$ cat src/rtl/mpt_pkg.sv
// MPT walker shared types: transaction payload, mode encodings, MPTE fields,
// fault causes, walk FSM states and table-index helpers.
package mpt_pkg;

  localparam int unsigned SPA_WIDTH    = 64;
  localparam int unsigned PPN_WIDTH    = 44;
  localparam int unsigned LVL_WIDTH    = 3;
  localparam int unsigned IDX_WIDTH    = 9;
  localparam int unsigned PAGE_SHIFT   = 12;
  localparam int unsigned MPTE_V       = 0;
  localparam int unsigned MPTE_L       = 1;
  localparam int unsigned MPTE_PPN_LSB = 10;
  localparam int unsigned MPTE_PPN_MSB = 53;

  typedef enum logic [3:0] {
    MPT_BARE    = 4'd0,
    MPT_SMMPT43 = 4'd1,
    MPT_SMMPT52 = 4'd2,
    MPT_SMMPT64 = 4'd3
  } mpt_mode_e;

  typedef struct packed {
    mpt_mode_e              mode;
    logic [15:0]            sdid;
    logic [PPN_WIDTH-1:0]   ppn;
  } mmpt_t;

  typedef struct packed {
    mmpt_t                  mmpt;
    logic [SPA_WIDTH-1:0]   spa;
  } mptw_transaction_t;

  typedef enum logic [1:0] {
    FAULT_NONE    = 2'd0,
    FAULT_FORMAT  = 2'd1,
    FAULT_INVALID = 2'd2,
    FAULT_ACCESS  = 2'd3
  } mpt_fault_e;

  typedef enum logic [2:0] {
    S_IDLE     = 3'd0,
    S_REQ      = 3'd1,
    S_WAIT_RSP = 3'd2,
    S_RESULT   = 3'd3,
    S_DRAIN    = 3'd4
  } mpt_walk_state_e;

  // Table depth per mode; BARE never reaches the walker (rejected upstream).
  function automatic logic [LVL_WIDTH-1:0] mpt_levels(input mpt_mode_e mode);
    case (mode)
      MPT_SMMPT43: return LVL_WIDTH'(3);
      MPT_SMMPT52: return LVL_WIDTH'(4);
      MPT_SMMPT64: return LVL_WIDTH'(5);
      default:     return LVL_WIDTH'(1);
    endcase
  endfunction

  // 9-bit table index for a level: spa[20+9*level : 12+9*level].
  function automatic logic [IDX_WIDTH-1:0] mpt_index(input logic [SPA_WIDTH-1:0] spa,
                                                     input mpt_mode_e mode,
                                                     input logic [LVL_WIDTH-1:0] level);
    if (level >= mpt_levels(mode)) return '0;
    return IDX_WIDTH'(spa >> (PAGE_SHIFT + IDX_WIDTH * 32'(level)));
  endfunction

endpackage

$ cat src/rtl/mpt_walk_stage_if.sv
// MPTE memory read port: valid/ready request, always-accepted response.
//   master: walker (drives req_valid/req_addr)
//   slave : memory (drives req_ready and the response)
interface mpt_mem_if #(
  parameter int unsigned PA_WIDTH   = 64,
  parameter int unsigned MPTE_WIDTH = 64
);
  logic                  req_valid;
  logic                  req_ready;
  logic [PA_WIDTH-1:0]   req_addr;
  logic                  rsp_valid;
  logic [MPTE_WIDTH-1:0] rsp_data;
  logic                  rsp_err;

  modport master (
    output req_valid, req_addr,
    input  req_ready, rsp_valid, rsp_data, rsp_err
  );

  modport slave (
    input  req_valid, req_addr,
    output req_ready, rsp_valid, rsp_data, rsp_err
  );
endinterface

$ cat src/rtl/mpt_addr_gen.sv
// MPTE byte address for one walk level: base + (index << 3).
//   base/spa/mode/level in, addr_c out (combinational).
module mpt_addr_gen
  import mpt_pkg::*;
#(
  parameter int unsigned PA_WIDTH = 64
) (
  input  logic [PA_WIDTH-1:0]  base,
  input  logic [SPA_WIDTH-1:0] spa,
  input  mpt_mode_e            mode,
  input  logic [LVL_WIDTH-1:0] level,
  output logic [PA_WIDTH-1:0]  addr_c
);

  assign addr_c = base + PA_WIDTH'({mpt_index(spa, mode, level), 3'b000});

endmodule

$ cat src/rtl/mpt_walk_stage.sv
// MPT walk stage: accepts one format-checked transaction, walks the memory
// protection table one MPTE read per level, returns leaf MPTE or fault cause.
//   clk_i/rst_ni           clock, async active-low reset
//   cf_*                   transaction in from check-format stage, walk_ready_o
//   flush_i                abort current walk
//   mem                    MPTE read port (master side)
//   walk_*                 result out to permission-check stage
module mpt_walk_stage
  import mpt_pkg::*;
#(
  parameter int unsigned PA_WIDTH   = 64,
  parameter int unsigned MPTE_WIDTH = 64
) (
  input  logic                   clk_i,
  input  logic                   rst_ni,
  input  mptw_transaction_t      cf_transaction_i,
  input  logic                   cf_valid_i,
  input  logic                   cf_format_error_i,
  output logic                   walk_ready_o,
  input  logic                   flush_i,
  mpt_mem_if.master              mem,
  output logic                   walk_valid_o,
  input  logic                   walk_ready_i,
  output mptw_transaction_t      walk_transaction_o,
  output logic [MPTE_WIDTH-1:0]  walk_mpte_o,
  output logic                   walk_fault_o,
  output logic [1:0]             walk_fault_cause_o
);

  mpt_walk_state_e        state_q, state_d;
  mptw_transaction_t      txn_q, txn_d;
  logic [PA_WIDTH-1:0]    base_q, base_d;
  logic [LVL_WIDTH-1:0]   level_q, level_d;
  logic [MPTE_WIDTH-1:0]  mpte_q, mpte_d;
  logic                   fault_q, fault_d;
  mpt_fault_e             cause_q, cause_d;
  logic [PA_WIDTH-1:0]    addr_c;
  logic [PA_WIDTH-1:0]    addr_q;
  logic                   req_valid_q, ready_q, walk_valid_q;

  // Address is computed from next-state values so the request port is a flop.
  mpt_addr_gen #(.PA_WIDTH(PA_WIDTH)) u_addr_gen (
    .base   (base_d),
    .spa    (txn_d.spa),
    .mode   (txn_d.mmpt.mode),
    .level  (level_d),
    .addr_c (addr_c)
  );

  // Next-state and datapath updates; flush takes priority over everything.
  always_comb begin
    state_d = state_q;
    txn_d   = txn_q;
    base_d  = base_q;
    level_d = level_q;
    mpte_d  = mpte_q;
    fault_d = fault_q;
    cause_d = cause_q;

    unique case (state_q)
      S_IDLE: begin
        if (!flush_i && cf_valid_i) begin
          txn_d  = cf_transaction_i;
          mpte_d = '0;
          if (cf_format_error_i) begin
            fault_d = 1'b1;
            cause_d = FAULT_FORMAT;
            state_d = S_RESULT;
          end else begin
            fault_d = 1'b0;
            cause_d = FAULT_NONE;
            level_d = mpt_levels(cf_transaction_i.mmpt.mode) - LVL_WIDTH'(1);
            base_d  = PA_WIDTH'({cf_transaction_i.mmpt.ppn, 12'b0});
            state_d = S_REQ;
          end
        end
      end

      S_REQ: begin
        // A request accepted alongside the flush is in flight: drain it.
        if (mem.req_ready)  state_d = flush_i ? S_DRAIN : S_WAIT_RSP;
        else if (flush_i)   state_d = S_IDLE;
      end

      S_WAIT_RSP: begin
        if (mem.rsp_valid) begin
          if (flush_i) begin
            state_d = S_IDLE;
          end else if (mem.rsp_err) begin
            fault_d = 1'b1;
            cause_d = FAULT_ACCESS;
            state_d = S_RESULT;
          end else if (!mem.rsp_data[MPTE_V]) begin
            fault_d = 1'b1;
            cause_d = FAULT_INVALID;
            state_d = S_RESULT;
          end else if (mem.rsp_data[MPTE_L]) begin
            mpte_d  = mem.rsp_data;
            state_d = S_RESULT;
          end else if (level_q == '0) begin
            fault_d = 1'b1;
            cause_d = FAULT_INVALID;
            state_d = S_RESULT;
          end else begin
            base_d  = PA_WIDTH'({mem.rsp_data[MPTE_PPN_MSB:MPTE_PPN_LSB], 12'b0});
            level_d = level_q - LVL_WIDTH'(1);
            state_d = S_REQ;
          end
        end else if (flush_i) begin
          state_d = S_DRAIN;
        end
      end

      S_RESULT: begin
        if (flush_i || walk_ready_i) state_d = S_IDLE;
      end

      S_DRAIN: begin
        if (mem.rsp_valid) state_d = S_IDLE;
      end

      default: state_d = S_IDLE;
    endcase
  end

  // State, datapath and registered handshake outputs.
  always_ff @(posedge clk_i or negedge rst_ni) begin
    if (!rst_ni) begin
      state_q      <= S_IDLE;
      txn_q        <= '0;
      base_q       <= '0;
      level_q      <= '0;
      mpte_q       <= '0;
      fault_q      <= 1'b0;
      cause_q      <= FAULT_NONE;
      addr_q       <= '0;
      req_valid_q  <= 1'b0;
      ready_q      <= 1'b1;
      walk_valid_q <= 1'b0;
    end else begin
      state_q      <= state_d;
      txn_q        <= txn_d;
      base_q       <= base_d;
      level_q      <= level_d;
      mpte_q       <= mpte_d;
      fault_q      <= fault_d;
      cause_q      <= cause_d;
      addr_q       <= addr_c;
      req_valid_q  <= (state_d == S_REQ);
      ready_q      <= (state_d == S_IDLE);
      walk_valid_q <= (state_d == S_RESULT);
    end
  end

  assign mem.req_valid          = req_valid_q;
  assign mem.req_addr           = addr_q;
  assign walk_ready_o           = ready_q;
  assign walk_valid_o           = walk_valid_q;
  assign walk_transaction_o     = txn_q;
  assign walk_mpte_o            = mpte_q;
  assign walk_fault_o           = fault_q;
  assign walk_fault_cause_o     = cause_q;

endmodule

$ cat src/flat_wrapper.sv
// flat-port wrapper written by rule: the top's interface ports become plain ports
module mpt_walk_stage_flat import mpt_pkg::*;
#(
  parameter int unsigned PA_WIDTH   = 64,
  parameter int unsigned MPTE_WIDTH = 64
)
  (clk_i, rst_ni, cf_transaction_i, cf_valid_i, cf_format_error_i, walk_ready_o, flush_i, walk_valid_o, walk_ready_i, walk_transaction_o, walk_mpte_o, walk_fault_o, walk_fault_cause_o, mem_req_valid, mem_req_addr, mem_req_ready, mem_rsp_valid, mem_rsp_data, mem_rsp_err);
  mpt_mem_if #(.PA_WIDTH(PA_WIDTH), .MPTE_WIDTH(MPTE_WIDTH)) mem_i ();
  input  logic clk_i;
  input  logic rst_ni;
  input  mptw_transaction_t cf_transaction_i;
  input  logic cf_valid_i;
  input  logic cf_format_error_i;
  output logic walk_ready_o;
  input  logic flush_i;
  output logic walk_valid_o;
  input  logic walk_ready_i;
  output mptw_transaction_t walk_transaction_o;
  output logic [MPTE_WIDTH-1:0] walk_mpte_o;
  output logic walk_fault_o;
  output logic [1:0] walk_fault_cause_o;
  output wire logic [$bits(mem_i.req_valid)-1:0] mem_req_valid;
  output wire logic [$bits(mem_i.req_addr)-1:0] mem_req_addr;
  input wire logic [$bits(mem_i.req_ready)-1:0] mem_req_ready;
  input wire logic [$bits(mem_i.rsp_valid)-1:0] mem_rsp_valid;
  input wire logic [$bits(mem_i.rsp_data)-1:0] mem_rsp_data;
  input wire logic [$bits(mem_i.rsp_err)-1:0] mem_rsp_err;
  assign mem_req_valid = mem_i.req_valid;
  assign mem_req_addr = mem_i.req_addr;
  assign mem_i.req_ready = mem_req_ready;
  assign mem_i.rsp_valid = mem_rsp_valid;
  assign mem_i.rsp_data = mem_rsp_data;
  assign mem_i.rsp_err = mem_rsp_err;
  mpt_walk_stage #(.PA_WIDTH(PA_WIDTH), .MPTE_WIDTH(MPTE_WIDTH)) u_core (.clk_i(clk_i), .rst_ni(rst_ni), .cf_transaction_i(cf_transaction_i), .cf_valid_i(cf_valid_i), .cf_format_error_i(cf_format_error_i), .walk_ready_o(walk_ready_o), .flush_i(flush_i), .mem(mem_i), .walk_valid_o(walk_valid_o), .walk_ready_i(walk_ready_i), .walk_transaction_o(walk_transaction_o), .walk_mpte_o(walk_mpte_o), .walk_fault_o(walk_fault_o), .walk_fault_cause_o(walk_fault_cause_o));
endmodule
$ cat config.mk
export PLATFORM = sky130hd
export DESIGN_NAME = mpt_walk_stage_flat
export DESIGN_NICKNAME = d
export VERILOG_FILES = /design/src/rtl/mpt_pkg.sv /design/src/rtl/mpt_walk_stage_if.sv /design/src/rtl/mpt_addr_gen.sv /design/src/rtl/mpt_walk_stage.sv /design/src/flat_wrapper.sv
export SDC_FILE = /design/constraint.sdc
export NUM_CORES = 1
export LEC_CHECK = 0
export ABC_CLOCK_PERIOD_IN_PS = 14970
export CORE_AREA = 2 2 178 180
export DETAILED_ROUTE_END_ITERATION = 8
export DIE_AREA = 0 0 180 182
export PLACE_DENSITY = 0.89
export SKIP_CTS_REPAIR_TIMING = 1
export SYNTH_ARGS = -nofsm -noshare
export SYNTH_HDL_FRONTEND = slang
export SYNTH_SLANG_ARGS = --single-unit
$ cat constraint.sdc
create_clock -name clk_i -period 14.97 [get_ports clk_i]
set_input_delay 1.497 -clock clk_i [delete_from_list [all_inputs] [get_ports clk_i]]
set_output_delay 1.497 -clock clk_i [all_outputs]
set_load 0.05 [all_outputs]
# Yosys cells after proc, flatten, opt, wreduce, memory -nomap -nowiden

Index checks and enable logic that the tools add are counted.

Output and inout port bits: 262
Register bits after elaboration: 332

$add $sub $neg: 4
Magnitude comparators: 1
Eq/ne operators: 20
Multiplexer cells: 68
Shift operators: 1
Reduce and logical (&&, ||, !) cells: 10
Multiply operators: 1

Operators by type and width:

| kind                                                   | number |
|---|---|
| 2-to-1 mux 64 bit                                      | 14 |
| 2-to-1 mux 128 bit                                     | 2 |
| case mux 64 bit (2 select lines)                       | 2 |
| 2-to-1 mux 3 bit                                       | 23 |
| adder 64 x 12 -> 64 bit                                | 1 |
| right shift 64 x 8 -> 9 bit                            | 1 |
| 2-to-1 mux 2 bit                                       | 9 |
| 2-to-1 mux 9 bit                                       | 2 |
| case mux 3 bit (3 select lines)                        | 2 |
| == test 4 x 2 -> 1 bit (second input constant)         | 4 |
| case mux 3 bit (5 select lines)                        | 1 |
| 2-to-1 mux 1 bit                                       | 10 |
| inequality test 2 bit (second input constant)          | 5 |
| == test 3 x 2 -> 1 bit (second input constant)         | 3 |
| logical NOT 3 bit                                      | 3 |
| adder 4 x 7 -> 8 bit (first input constant)            | 1 |
| == test 4 x 1 -> 1 bit (second input constant)         | 2 |
| multiplier 4 x 3 -> 7 bit (first input constant)       | 1 |
| AND reduction 7 bit                                    | 1 |
| == test 3 x 1 -> 1 bit (second input constant)         | 2 |
| case mux 3 bit (2 select lines)                        | 1 |
| AND reduction 6 bit                                    | 1 |
| subtractor 3 x 1 -> 3 bit (second input constant)      | 2 |
| inequality test 4 x 3 -> 1 bit (second input constant) | 1 |
| 11 further kinds                                       | 11 |

# Depth between registers and ports, before layout

Gate-level depths: netlist (run 1).

Depth after elaboration: 14
Depth in mapped cells: 26
Mapped depth without buffers: 22

# Cells and area by module

From an unflattened synthesis (run 1), not the netlist that was laid out.

Cell total of the unflattened synthesis: 1,439
Area, all modules: 14,348.8 µm²

Modules (own cells, without submodules):

| module         | cells each | area each (µm²) | instances | sequential area each (µm²) |
|---|---|---|---|---|
| mpt_walk_stage | 1,144      | 12,130.4        | 1         | 8,284.2 |
| mpt_addr_gen   | 295        | 2,218.4         | 1         | 0.0 |

# Worst setup path after synthesis (run 1)

OpenSTA, ideal clock, no wires.

Path kind: input to register
Start: input port mem_rsp_data[1]
End: register u_core.addr_q[45], in the netlist u_core.mem.req_addr[45]
Data arrival time: 6.336 ns
Path slack: 8.555 ns
Required time: 14.891 ns
Cell stages on the path: 24
Cells stage by stage: nor3b_2 and4_4 nor2_1 buf_2 a221oi_4 buf_4 buf_4 ha_1 nand2b_1 maj3_1 a21o_1 clkbuf_1 a21oi_1 ha_1 inv_1 fa_1 nor2b_1 o31a_1 o31ai_1 a21o_1 nor3_1 nand4_2 nor4_1 xor2_1

Longest elaborated chain between the ends: 11
Elaborated cells between the ends (all ways): 19
Classes of those cells: add/sub: 2; mul: 1; order compare: 1; shift: 1; mux: 14

Ends and longest elaborated chain:

| item                            | RTL line              | source |
|---|---|---|
| start: declaration              | flat_wrapper.sv:26    | `input wire logic [$bits(mem_i.rsp_data)-1:0] mem_rsp_data;` |
| 2-to-1 mux 3 bit                | mpt_walk_stage.sv:97  | `end else if (mem.rsp_data[MPTE_L]) begin` |
| 2-to-1 mux 3 bit                | mpt_walk_stage.sv:93  | `end else if (!mem.rsp_data[MPTE_V]) begin` |
| 2-to-1 mux 3 bit                | mpt_walk_stage.sv:89  | `end else if (mem.rsp_err) begin` |
| 2-to-1 mux 3 bit                | mpt_walk_stage.sv:87  | `if (flush_i) begin` |
| 2-to-1 mux 3 bit                | mpt_walk_stage.sv:86  | `if (mem.rsp_valid) begin` |
| case mux 3 bit (2 select lines) | mpt_walk_stage.sv:60  | `unique case (state_q)` |
| multiplier 4 x 3 -> 7 bit       | mpt_pkg.sv:63         | `return IDX_WIDTH'(spa >> (PAGE_SHIFT + IDX_WIDTH * 32'(level)));` |
| adder 4 x 7 -> 8 bit            | mpt_pkg.sv:63         |  |
| right shift 64 x 8 -> 9 bit     | mpt_pkg.sv:63         |  |
| 2-to-1 mux 9 bit                | mpt_pkg.sv:63         |  |
| adder 64 x 12 -> 64 bit (*)     | mpt_addr_gen.sv:15    | `assign addr_c = base + PA_WIDTH'({mpt_index(spa, mode, level), 3'b000});` |
| named net u_core.addr_c[45]     | mpt_walk_stage.sv:37  | `logic [PA_WIDTH-1:0] addr_c;` |
| end signal: assignment          | mpt_walk_stage.sv:148 | `addr_q <= addr_c;` |
| end: declaration                | mpt_walk_stage.sv:38  | `logic [PA_WIDTH-1:0] addr_q;` |

The timed path passes the listed nets; every way through them passes the cells marked *.
A chain may end at the register's enable or synchronous reset.

# Worst setup path in the final report (run 1)

Start: input port flush_i
End: register u_core.addr_q[45], in the netlist u_core.mem.req_addr[45]

Longest elaborated chain between the ends: 10
Elaborated cells between the ends (all ways): 23
Classes of those cells: add/sub: 2; mul: 1; order compare: 1; eq/ne: 3; shift: 1; mux: 13; reduce/logical: 2

Ends and longest elaborated chain:

| item                                                         | RTL line             | source |
|---|---|---|
| start: declaration                                           | flat_wrapper.sv:15   | `input logic flush_i;` |
| branches (longest 9 deep; another with adder 4 x 7 -> 8 bit) | -                    |  |
| adder 64 x 12 -> 64 bit (*)                                  | mpt_addr_gen.sv:15   |  |
| named net u_core.addr_c[45]                                  | mpt_walk_stage.sv:37 |  |

Mark *: on every way through the listed nets, which the timed path passes.

==> results of run 1 <==
-- worst max-delay path, stage by stage --
cell	delay, ns
clkdlybuf4s50_1	0.50
nor4b_2	0.40
nand2_2	0.62
a32oi_1	1.10
inv_1	0.48
ha_1	0.42
a21o_1	0.26
a21oi_1	0.16
ha_1	0.19
inv_1	0.06
fa_1	0.40
nor2b_1	0.17
o31a_1	0.21
o31ai_1	0.14
a21o_1	0.24
nor3_1	0.22
nand4_2	0.41
nor4_1	0.43
xor2_1	0.20
-- cells in the mapped netlist (all sizes together), types with 5 or more instances --
| master | instances | area (sq um) |
|---|---|---|
| nand4 | 14 | 115.1 |
| nor2 | 50 | 190.2 |
| and3 | 39 | 244.0 |
| a221oi | 8 | 87.59 |
| o22ai | 12 | 87.58 |
| clkbuf | 52 | 195.2 |
| xor2 | 19 | 166.4 |
| dfrtp | 327 | 8183 |
| a22oi | 16 | 125.1 |
| and2 | 17 | 107.6 |
| a22o | 24 | 212.7 |
| mux2i | 25 | 250.2 |
| nor4 | 24 | 294.0 |
| nor3 | 20 | 111.4 |
| a21o | 7 | 52.55 |
| o21ai | 73 | 365.4 |
| o31a | 7 | 61.31 |
| xnor2 | 39 | 341.6 |
| or3 | 8 | 50.05 |
| nand3 | 28 | 157.7 |
| inv | 47 | 176.4 |
| or2 | 5 | 31.28 |
| ha | 14 | 175.2 |
| buf | 37 | 270.3 |
| or3b | 7 | 61.31 |
| a21oi | 16 | 80.08 |
| nand2 | 536 | 2017 |
-- power by group --
group / switching, mW / total, mW / internal (mW) / leakage, nW
Clock: 0.361 / 0.886 / 0.525 / 0.583
Sequential: 0.156 / 1.36 / 1.21 / 4.22
Combinational: 1.68 / 2.44 / 0.762 / 4.87
Total: 2.20 / 4.69 / 2.49 / 9.67
-- layout make-up --
type	count	area [sq um]	share of cell area, %
flip-flops and latches	328	8209	39.79
inverters	47	176.4	0.8551
well taps	402	503.0	2.438
repair buffers	472	4705	22.80
diodes	2	5.005	0.02426
clock buffers	51	1047	5.076
multi-input cells	1055	5848	28.34
clock inverters	13	138.9	0.6731
-- worst max-delay path by stage --
stage,endpoint
2_1_floorplan,u_core.mem.req_addr[45]
3_3_place_gp,u_core.mem.req_addr[45]
3_5_place_dp,u_core.mem.req_addr[45]
4_1_cts,u_core.mem.req_addr[45]
5_1_grt,u_core.mem.req_addr[45]
6_report,u_core.mem.req_addr[45]
-- routing by layer --
| layer | global-route usage [%] | routed length [um] |
|---|---|---|
| met1 | 35.30 | 18870 |
| met3 | 7.280 | 3830 |
| met5 | 0 | 0 |
| met2 | 48.29 | 23350 |
| met4 | 14.96 | 2478 |
-- stage by stage --
stage	setup slack, ns	instance area [sq um]	hold WS (ns)	instances
after floorplan	8.555	14650	0.4779	1519
after global placement	7.078	19440	0.4571	2304
after detailed placement	6.887	19440	0.4614	2304
after CTS	7.374	20630	0.4765	2368
after global routing	6.721	20630	0.5037	2370
final	7.274	20630	0.4731	2370
-- logic make-up (layout without fill, tap and decap cells) --
| kind of cell | after synthesis | after routing | synth area share (%) |
|---|---|---|---|
| other | 0 | 2 | 0 |
| DFF | 328 | 328 | 56.02 |
| adders and majority gates | 16 | 16 | 1.400 |
| buffers and inverters | 136 | 583 | 4.380 |
| xor gates and xnor gates | 58 | 58 | 3.467 |
| and+or+nand+nor | 770 | 770 | 24.45 |
| muxes | 25 | 25 | 1.708 |
| AOI/OAI and AO/OA | 186 | 186 | 8.581 |
-- registers in the layout, indices dropped and copies added, names as in the netlist, named ones only --
| signal | flops |
|---|---|
| u_core.walk_mpte_o | 63 |
| u_core.mem.req_addr | 61 |
| u_core.walk_transaction_o | 128 |
| u_core.base_q | 61 |
| u_core.walk_fault_cause_o | 2 |
| u_core.walk_fault_o | 1 |
| u_core.walk_valid_o | 1 |
| u_core.state_q | 3 |
| u_core.walk_ready_o | 1 |
| u_core.mem.req_valid | 1 |
| u_core.level_q | 3 |
==> summary.txt, run 1 <==
Critical path
  – Worst flop-to-flop path endpoint: u_core.mem.req_addr[45]
  – Crit. End Element: flip-flop
  – Worst path required time: between 15 and 20 ns
  – Max FO, Critical Path: between 50 and 60
  – Reg2Reg Setup Slack: 8.27 ns
  – Crit path kind: input port to flip-flop
  – Crit start category: input port
  – Worst EP arrival: a little over 8 ns
  – Worst R2R Start: u_core.state_q[1]
  – Worst setup startpoint: flush_i
  – Worst reg2reg path depth: 18

Pwr
  – VDD IR max: 0.0001677 V
  – Pleak: between 9 and 10 nW
  – Power Density: around 230 nW/um^2
  – Design Power: around 4.7 mW

Routing
  – Routed WL: 48.52 mm
  – DRT Pass-1 Iters: 7
  – Total number of vias: 12970
  – Vias per cell: 5.473
  – Detail Route Antenna Nets: 0
  – Initial DRC count: 997
  – DRC viols: 0
  – Wire per inst: 20.47 um

Clock tree
  – CTS clk-pin slew, worst paths: 0.06 ns
  – Root buffer cell: clkbuf_16
  – Num CTS Buffers: 36
  – CTS tree: yes
  – Clock Tree Buf Depth: 3
  – Clk_lat worst skew: 0.52 ns
  – H-tree Lvls: 2
  – Clk sinks: 328

Min path
  – Min-delay src: u_core.walk_transaction_o[67]
  – Hold-critical path endpoint: u_core.walk_transaction_o[67]
  – Hold path depth: 2
  – Min-Delay Path Class: flip-flop to flip-flop

Layout
  – Share of layout cells above drive strength 1: 6.205%
  – Final core utilization: between 60% and 70%
  – Most frequent cells in the layout: nand2_1, clkdlybuf4s50_1, dfrtp_1
  – Most common cell after layout, fill and taps aside: nand2_1
  – Fill cells: 2227
  – Nets: around 2200
  – Area Overhead vs Synth: 40.80%

STA
  – Slew Limit Fails: 0
  – Min Clock Period, post-route: 7.696 ns
  – Hold Violations, Final: 0
  – Clk_skew: 0.02652 ns
  – Total Neg Setup Slack: 0 ns
  – RSZ-0062 raised after global routing: false
  – Slew HR: between 20% and 30%
  – Worst slew pin tran: 1.105 ns
  – Final Setup Violations: 0
  – Achievable Freq: 129.9 MHz
  – Fin crit share: between 50% and 60%

Die
  – Initial Util: 47.29%
  – Die H: between 150 and 200 um
  – Top Ports: 463
  – Die X: 180 um
  – Num rows: between 60 and 70
  – Core box area: 30990 sq um
  – Die Area: 32760 sq um

Logic synthesis
  – Sequential area share after synthesis: 56.02%
  – Post-synth EDFFs: 0
  – Post-Syn Instances: 1519
  – Top FF cell, synth: dfrtp_1
  – Seq cells post-synth: 328
  – Mapped Nets: 1735
  – Ys async rst share: 100.0%
  – Number of synthesis warnings: 0
  – Mapped Area: 14650 sq um
  – Post-synth cell types: 78
  – Synth Area per Inst: 9.647 sq um

GRT
  – Initial antenna violation count: 3
  – Largest net degree at the start of global routing: around 110
  – First-pass GRT wire length: 75.62 mm
  – Total grt overflow: 0
  – Total GRT Usage: slightly below 30%
  – Number of global-route vias before repair: between 10000 and 15000

Place
  – Dpl hpwl: 34.70 mm
  – GP Congestion: 0.8800
  – Port-buffer cells: ~460

Outcome
  – Status: finished clean

Run
  – Max Cap Violations: 0
(Power assumes the default switching activity.)
==> inputs of run 2 (changes only) <==
ABC_CLOCK_PERIOD_IN_PS = 7550   (was 14970)
CORE_AREA = not set   (was 2 2 178 180)
CORE_UTILIZATION = 47   (was not set)
DIE_AREA = not set   (was 0 0 180 182)
PLACE_DENSITY = 0.88   (was 0.89)
clock period = 7.55 ns   (was 14.97 ns; I/O delays follow)
==> run 2 against run 1 <==
First-iteration DRC count increased by 18%. Via count increased by 1.8%. Power up 100%. Register-to-register slack got worse by 6.5 ns. Sequential power increased by 100%. Critical endpoint unchanged.
==> summary.txt, run 2 (synthesis gave the netlist of run 1 again) <==
Layout
  – Most frequent cells in the layout: nand2_1, clkdlybuf4s50_1, dfrtp_1
  – Final core utilization: 67.54% (+0.95 points)
  – Nets: 2163 (+0.32%)
  – Most common cell after layout, fill and taps aside: nand2_1
  – Share of layout cells above drive strength 1: 6.285% (+0.079 points)
  – Max FFs per register: 128 (unchanged)
  – Area Overhead vs Synth: 41.35%

Clock tree
  – Clk sinks: 328 (unchanged)
  – CTS tree: yes
  – Clock Tree Buf Depth: 3 (unchanged)
  – Num CTS Buffers: 36 (unchanged)
  – CTS clk-pin slew, worst paths: 0.06 ns (about the same)
  – H-tree Lvls: 2 (unchanged)
  – Root buffer cell: clkbuf_16
  – Clk_lat worst skew: 0.52 ns (about the same)

STA
  – Fin crit share: 79.74%
  – Worst slew pin tran: 1.099 ns (-0.006177 ns)
  – RSZ-0062 raised after global routing: false
  – Achievable Freq: 166.1 MHz
  – Final Setup Violations: 0 (unchanged)
  – Total Neg Setup Slack: 0 ns (unchanged)
  – Slew HR: 26.74% (+0.41 points)
  – Hold Violations, Final: 0 (unchanged)
  – Min Clock Period, post-route: 6.020 ns
  – Clk_skew: 0.01744 ns (-0.009081 ns)
  – Slew Limit Fails: 0 (unchanged)
  – Hold WS: 0.2840 ns (-0.1891 ns)

GRT
  – Total grt overflow: 0 (unchanged)
  – Number of global-route vias before repair: 13239 (-0.91%)
  – Initial antenna violation count: 1 (-2)
  – First-pass GRT wire length: 73.69 mm (-2.6%)
  – Total GRT Usage: 30.21% (+1.1 points)
  – Largest net degree at the start of global routing: 121 (+15%)

Critical path
  – Worst-path cell chain: clkdlybuf4s50_1 -> nor4b_2 -> and2_2 -> buf_4 -> a221oi_4 -> ha_1 -> nand2b_1 -> maj3_1 -> a21o_1 -> a21oi_1 -> ha_1 -> inv_1 -> fa_1 -> nor2b_1 -> o31a_1 -> o31ai_1 -> a21o_1 -> nor3_1 -> nand4_2 -> nor4_1 -> xor2_1
  – Crit. End Element: flip-flop
  – Crit path largest cell delay: 0.50 ns (-0.60 ns)
  – Critical Path Sink: u_core.mem.req_addr[45]
  – Max stage delay cell, worst path: buf_4
  – Worst setup startpoint: flush_i
  – Crit path kind: input port to flip-flop
  – Worst path required time: 8.00 ns (-7.41 ns)
  – Crit start category: input port
  – Worst R2R Start: u_core.state_q[1]
  – Worst flop-to-flop path endpoint: u_core.mem.req_addr[45]
  – Worst EP arrival: 6.47 ns (-1.66 ns)
  – Reg2Reg Setup Slack: 1.78 ns (-6.49 ns)
  – Worst reg2reg path depth: 20 (+2)
  – Max FO, Critical Path: 46 (-15%)

Die
  – Die H: 178.6 um (-1.9%)
  – Die X: 178.6 um (-0.79%)
  – Die Area: 31890 sq um (-2.7%)
  – Core box area: 30670 sq um (-1.0%)
  – Top Ports: 463 (unchanged)
  – Initial Util: 47.78% (+0.49 points)
  – Num rows: 64 (-1.5%)

Place
  – Dpl hpwl: 34.56 mm (-0.42%)
  – GP Congestion: 0.9292 (+5.6%)
  – Port-buffer cells: 462 (unchanged)

Routing
  – Total number of vias: 13199 (+1.8%)
  – Detail Route Antenna Nets: 0 (unchanged)
  – Wire per inst: 20.72 um (+1.2%)
  – DRT Pass-1 Iters: 6 (-1)
  – DRC viols: 0 (unchanged)
  – Vias per cell: 5.569 (+1.8%)
  – Initial DRC count: 1178 (+18%)
  – Routed WL: 49.10 mm (+1.2%)

Min path
  – Min-Delay Path Class: input port to async pin

Outcome
  – Status: finished clean

Run
  – Max Cap Violations: 0 (unchanged)

Pwr
  – Design Power: 9.383 mW (+100%)
  – VDD IR max: 0.0003162 V (+89%)
  – Pleak: 9.724 nW (+0.51%)
  – Power Density: 453.0 nW/um^2 (+99%)
## run 2: how the worst min path moves through the flow
stage | startpoint | endpoint | slack (ns) | cells after the start
2_1_floorplan | rst_ni | async pin | 0.46 | 0
3_3_place_gp | u_core.walk_transaction_o[85] | u_core.walk_transaction_o[85] | 0.46 | 2
3_5_place_dp | u_core.walk_transaction_o[86] | u_core.walk_transaction_o[86] | 0.46 | 2
4_1_cts | rst_ni | u_core.walk_transaction_o[111] | 0.36 | 1
5_1_grt | rst_ni | u_core.walk_transaction_o[113] | 0.37 | 1
6_report | rst_ni | u_core.walk_transaction_o[110] | 0.28 | 1
## run 2: worst max-delay path, delay by kind of cell
kind | cells | cell delay, ns
buffers and inverters | 3 | 1.04
AO/OA/AOI/OAI | 6 | 1.24
AND/OR/NAND/NOR | 7 | 1.96
adder cells (fa/ha/maj) | 4 | 1.26
XOR/XNOR | 1 | 0.17
## run 2: cell type report
cell class	count	area (sq um)
fillers	2192	9956
flip-flops and latches	328	8209
multi-input cells	1055	5848
repair buffers	479	4757
clock buffers	60	1144
well taps	396	495.5
inverters	47	176.4
clock inverters	4	81.33
diodes	1	2.502
## run 2: through the flow
stage                     setup slack, ns  cells  cell area (sq um)
final                               1.530   2370              20710
after global routing                1.193   2370              20710
after CTS                           1.572   2369              20710
after detailed placement            1.021   2305              19490
after global placement              1.381   2305              19490
after floorplan                     1.877   1519              14650
## run 2: per-layer routing
layer	global-route usage, %	up-vias	wire length (um)	part of all wire [%]
met2	49.13	755	23170	47
met3	7.225	171	4325	8.8
met1	37.20	6379	18780	38
met4	16.03	0	2822	5.7
li1	-	5894	-	-
met5	0	-	0	0
## run 2: power breakdown
part | internal, mW | leakage [nW] | switching (mW)
Clock | 1.10 | 0.599 | 0.703
Combinational | 1.52 | 4.90 | 3.34
Sequential | 2.40 | 4.22 | 0.325
Total | 5.02 | 9.72 | 4.37
==> inputs of run 3 (changes only) <==
ABC_CLOCK_PERIOD_IN_PS = 5070   (was 7550)
CORE_UTILIZATION = 42   (was 47)
PLACE_DENSITY = 0.83   (was 0.88)
clock period = 5.07 ns   (was 7.55 ns; I/O delays follow)
==> run 3 against run 2 <==
Setup slack got worse by 1.3 ns. Critical endpoint is now u_core.mem.req_addr[41]. Critical path depth did not move. Global-route usage down 3.8 points. Non-clock buffer count increased by 56. Worst hold slack worse by 0.27 ns. Design area grew 3.0%. Clock power rose by 47%. Combinational power is 52% higher. Register-to-register slack worse by 1.5 ns. Sequential share of layout area is 1.2 points lower. Count of clock-buffer cells in the layout is 11 lower.
==> summary.txt, run 3 (synthesis gave the netlist of run 1 again) <==
Clock tree
  – Clk_lat worst skew: 0.52 ns (about the same)
  – Clk sinks: 328 (unchanged)
  – Num CTS Buffers: 37 (+2.8%)
  – CTS tree: yes
  – CTS clk-pin slew, worst paths: 0.06 ns (about the same)
  – H-tree Lvls: 2 (unchanged)
  – Clock Tree Buf Depth: 3 (unchanged)
  – Root buffer cell: clkbuf_16

Critical path
  – Crit path largest cell delay: 0.47 ns (-0.03 ns)
  – Crit. End Element: flip-flop
  – Worst path required time: 5.45 ns (-2.55 ns)
  – Worst setup startpoint: flush_i
  – Crit start category: input port
  – Worst R2R Start: u_core.level_q[0]
  – Worst reg2reg path depth: 22 (+10%)
  – Crit path kind: input port to flip-flop
  – Max stage delay cell, worst path: clkdlybuf4s50_1
  – Worst-path cell chain: clkdlybuf4s50_1 -> nor4b_2 -> and2_4 -> nor2_4 -> a221oi_4 -> ha_1 -> nand2b_1 -> maj3_2 -> a21o_1 -> a21oi_2 -> ha_2 -> inv_2 -> fa_2 -> nor2b_1 -> o31a_1 -> o31ai_2 -> a21o_1 -> nor3_4 -> nand4_4 -> nor4b_4 -> xnor2_1
  – Top cell by count, worst path: a21o_1
  – Reg2Reg Setup Slack: 0.25 ns (-1.53 ns)
  – Worst EP arrival: 5.23 ns (-1.24 ns)
  – Max FO, Critical Path: 5 (-89%)
  – Worst flop-to-flop path endpoint: u_core.mem.req_addr[41]

Die
  – Die H: 188.8 um (+5.7%)
  – Initial Util: 42.53% (-5.3 points)
  – Core box area: 34460 sq um (+12%)
  – Num rows: 68 (+6.3%)
  – Die X: 188.8 um (+5.7%)
  – Die Area: 35640 sq um (+12%)
  – Top Ports: 463 (unchanged)

STA
  – Final Setup Violations: 0 (unchanged)
  – Min Clock Period, post-route: 4.851 ns
  – Achievable Freq: 206.1 MHz
  – Fin crit share: between 90% and 100%
  – RSZ-0062 raised after global routing: false
  – Slew Limit Fails: 0 (unchanged)
  – Worst slew pin tran: 0.9275 ns (-0.1714 ns)
  – Hold Violations, Final: 0 (unchanged)
  – Clk_skew: 0.01927 ns (+0.001839 ns)
  – Slew HR: 38.17% (+11 points)

GRT
  – Initial antenna violation count: 3 (+2)
  – Total grt overflow: 0 (unchanged)
  – Number of global-route vias before repair: 13464 (+1.7%)
  – First-pass GRT wire length: 74.11 mm (+0.57%)
  – Largest net degree at the start of global routing: 126 (+4.1%)
  – Total GRT Usage: 26.44% (-3.8 points)

Routing
  – Initial DRC count: 799 (-32%)
  – Routed WL: 47.59 mm (-3.1%)
  – Total number of vias: 13084 (-0.87%)
  – Wire per inst: 19.14 um (-7.6%)
  – Vias per cell: 5.263 (-5.5%)
  – DRT Pass-1 Iters: 5 (-1)
  – DRC viols: 0 (unchanged)
  – Detail Route Antenna Nets: 0 (unchanged)

Pwr
  – VDD IR max: 0.0004299 V (+36%)
  – Pleak: 10.04 nW (+3.2%)
  – Design Power: 14.08 mW (+50%)
  – Power Density: 659.7 nW/um^2 (+46%)

Layout
  – Most common cell after layout, fill and taps aside: nand2_1
  – Share of layout cells above drive strength 1: 9.961% (+3.7 points)
  – Fill cells: 2767 (+26%)
  – Most frequent cells in the layout: nand2_1, clkdlybuf4s50_1, dfrtp_1
  – Final core utilization: 61.94% (-5.6 points)
  – Max FFs per register: 128 (unchanged)
  – Nets: 2221 (+2.7%)
  – Area Overhead vs Synth: 45.65%

Place
  – Port-buffer cells: 462 (unchanged)
  – Dpl hpwl: 33.70 mm (-2.5%)
  – GP Congestion: 0.9214 (-0.84%)

Run
  – Max Cap Violations: 0 (unchanged)

Outcome
  – Status: finished clean

Min path
  – Min-Delay Path Class: input port to async pin
## run 3: per-stage QoR
stage / setup TNS (ns) / hold slack [ns] / cell area, sq um / setup WS [ns] / cells
after global routing: 0 / 0.1064 / 21340 / 0.002669 / 2485
after floorplan: 0 / 0.2114 / 14740 / 0.01925 / 1519
final: 0 / 0.01786 / 21340 / 0.2191 / 2486
after CTS: 0 / 0.08111 / 21260 / 0.08902 / 2481
after global placement: -1.414 / 0.4557 / 20060 / -0.2143 / 2419
after detailed placement: -3.295 / 0.4608 / 20060 / -0.3243 / 2419
## run 3: worst max-delay path by stage
stage          slack [ns]                      end
2_1_floorplan        0.02  u_core.mem.req_addr[41]
3_3_place_gp        -0.21  u_core.mem.req_addr[41]
3_5_place_dp        -0.32  u_core.mem.req_addr[41]
4_1_cts              0.09  u_core.mem.req_addr[41]
5_1_grt             0.003  u_core.mem.req_addr[27]
6_report             0.22  u_core.mem.req_addr[41]
## run 3: area by class of cell
type / instances / area (sq um) / share of cell area (%)
well taps: 455 / 569.3 / 2.667
repair buffers: 535 / 5223 / 24.47
flip-flops and latches: 328 / 8213 / 38.48
diodes: 3 / 7.507 / 0.03517
clock inverters: 13 / 155.1 / 0.7269
clock buffers: 49 / 1041 / 4.877
inverters: 47 / 176.4 / 0.8266
multi-input cells: 1056 / 5958 / 27.92
## run 3: routing by layer
layer  wire length, um  vias to the layer above  GRT usage (%)
met1             18160                     6367          31.40
met3              3592                      113          5.960
met5                 0                        -              0
li1                  -                     6022              -
met2             23960                      582          45.89
met4              1868                        0          11.32
## run 3: worst max-delay path, delay by kind of cell
family | cells | cell delay [ns]
and+or+nand+nor | 8 | 1.75
AOI/OAI and AO/OA | 6 | 1.22
adders and majority gates | 4 | 1.13
buffers and inverters | 2 | 0.51
xor gates and xnor gates | 1 | 0.11
## run 3: where the power goes
part           leakage, nW  internal (mW)  total (mW)  switching, mW
Sequential            4.22           3.57        4.03          0.455
Combinational         5.23           2.45        7.40           4.95
Clock                0.584           1.59        2.65           1.06
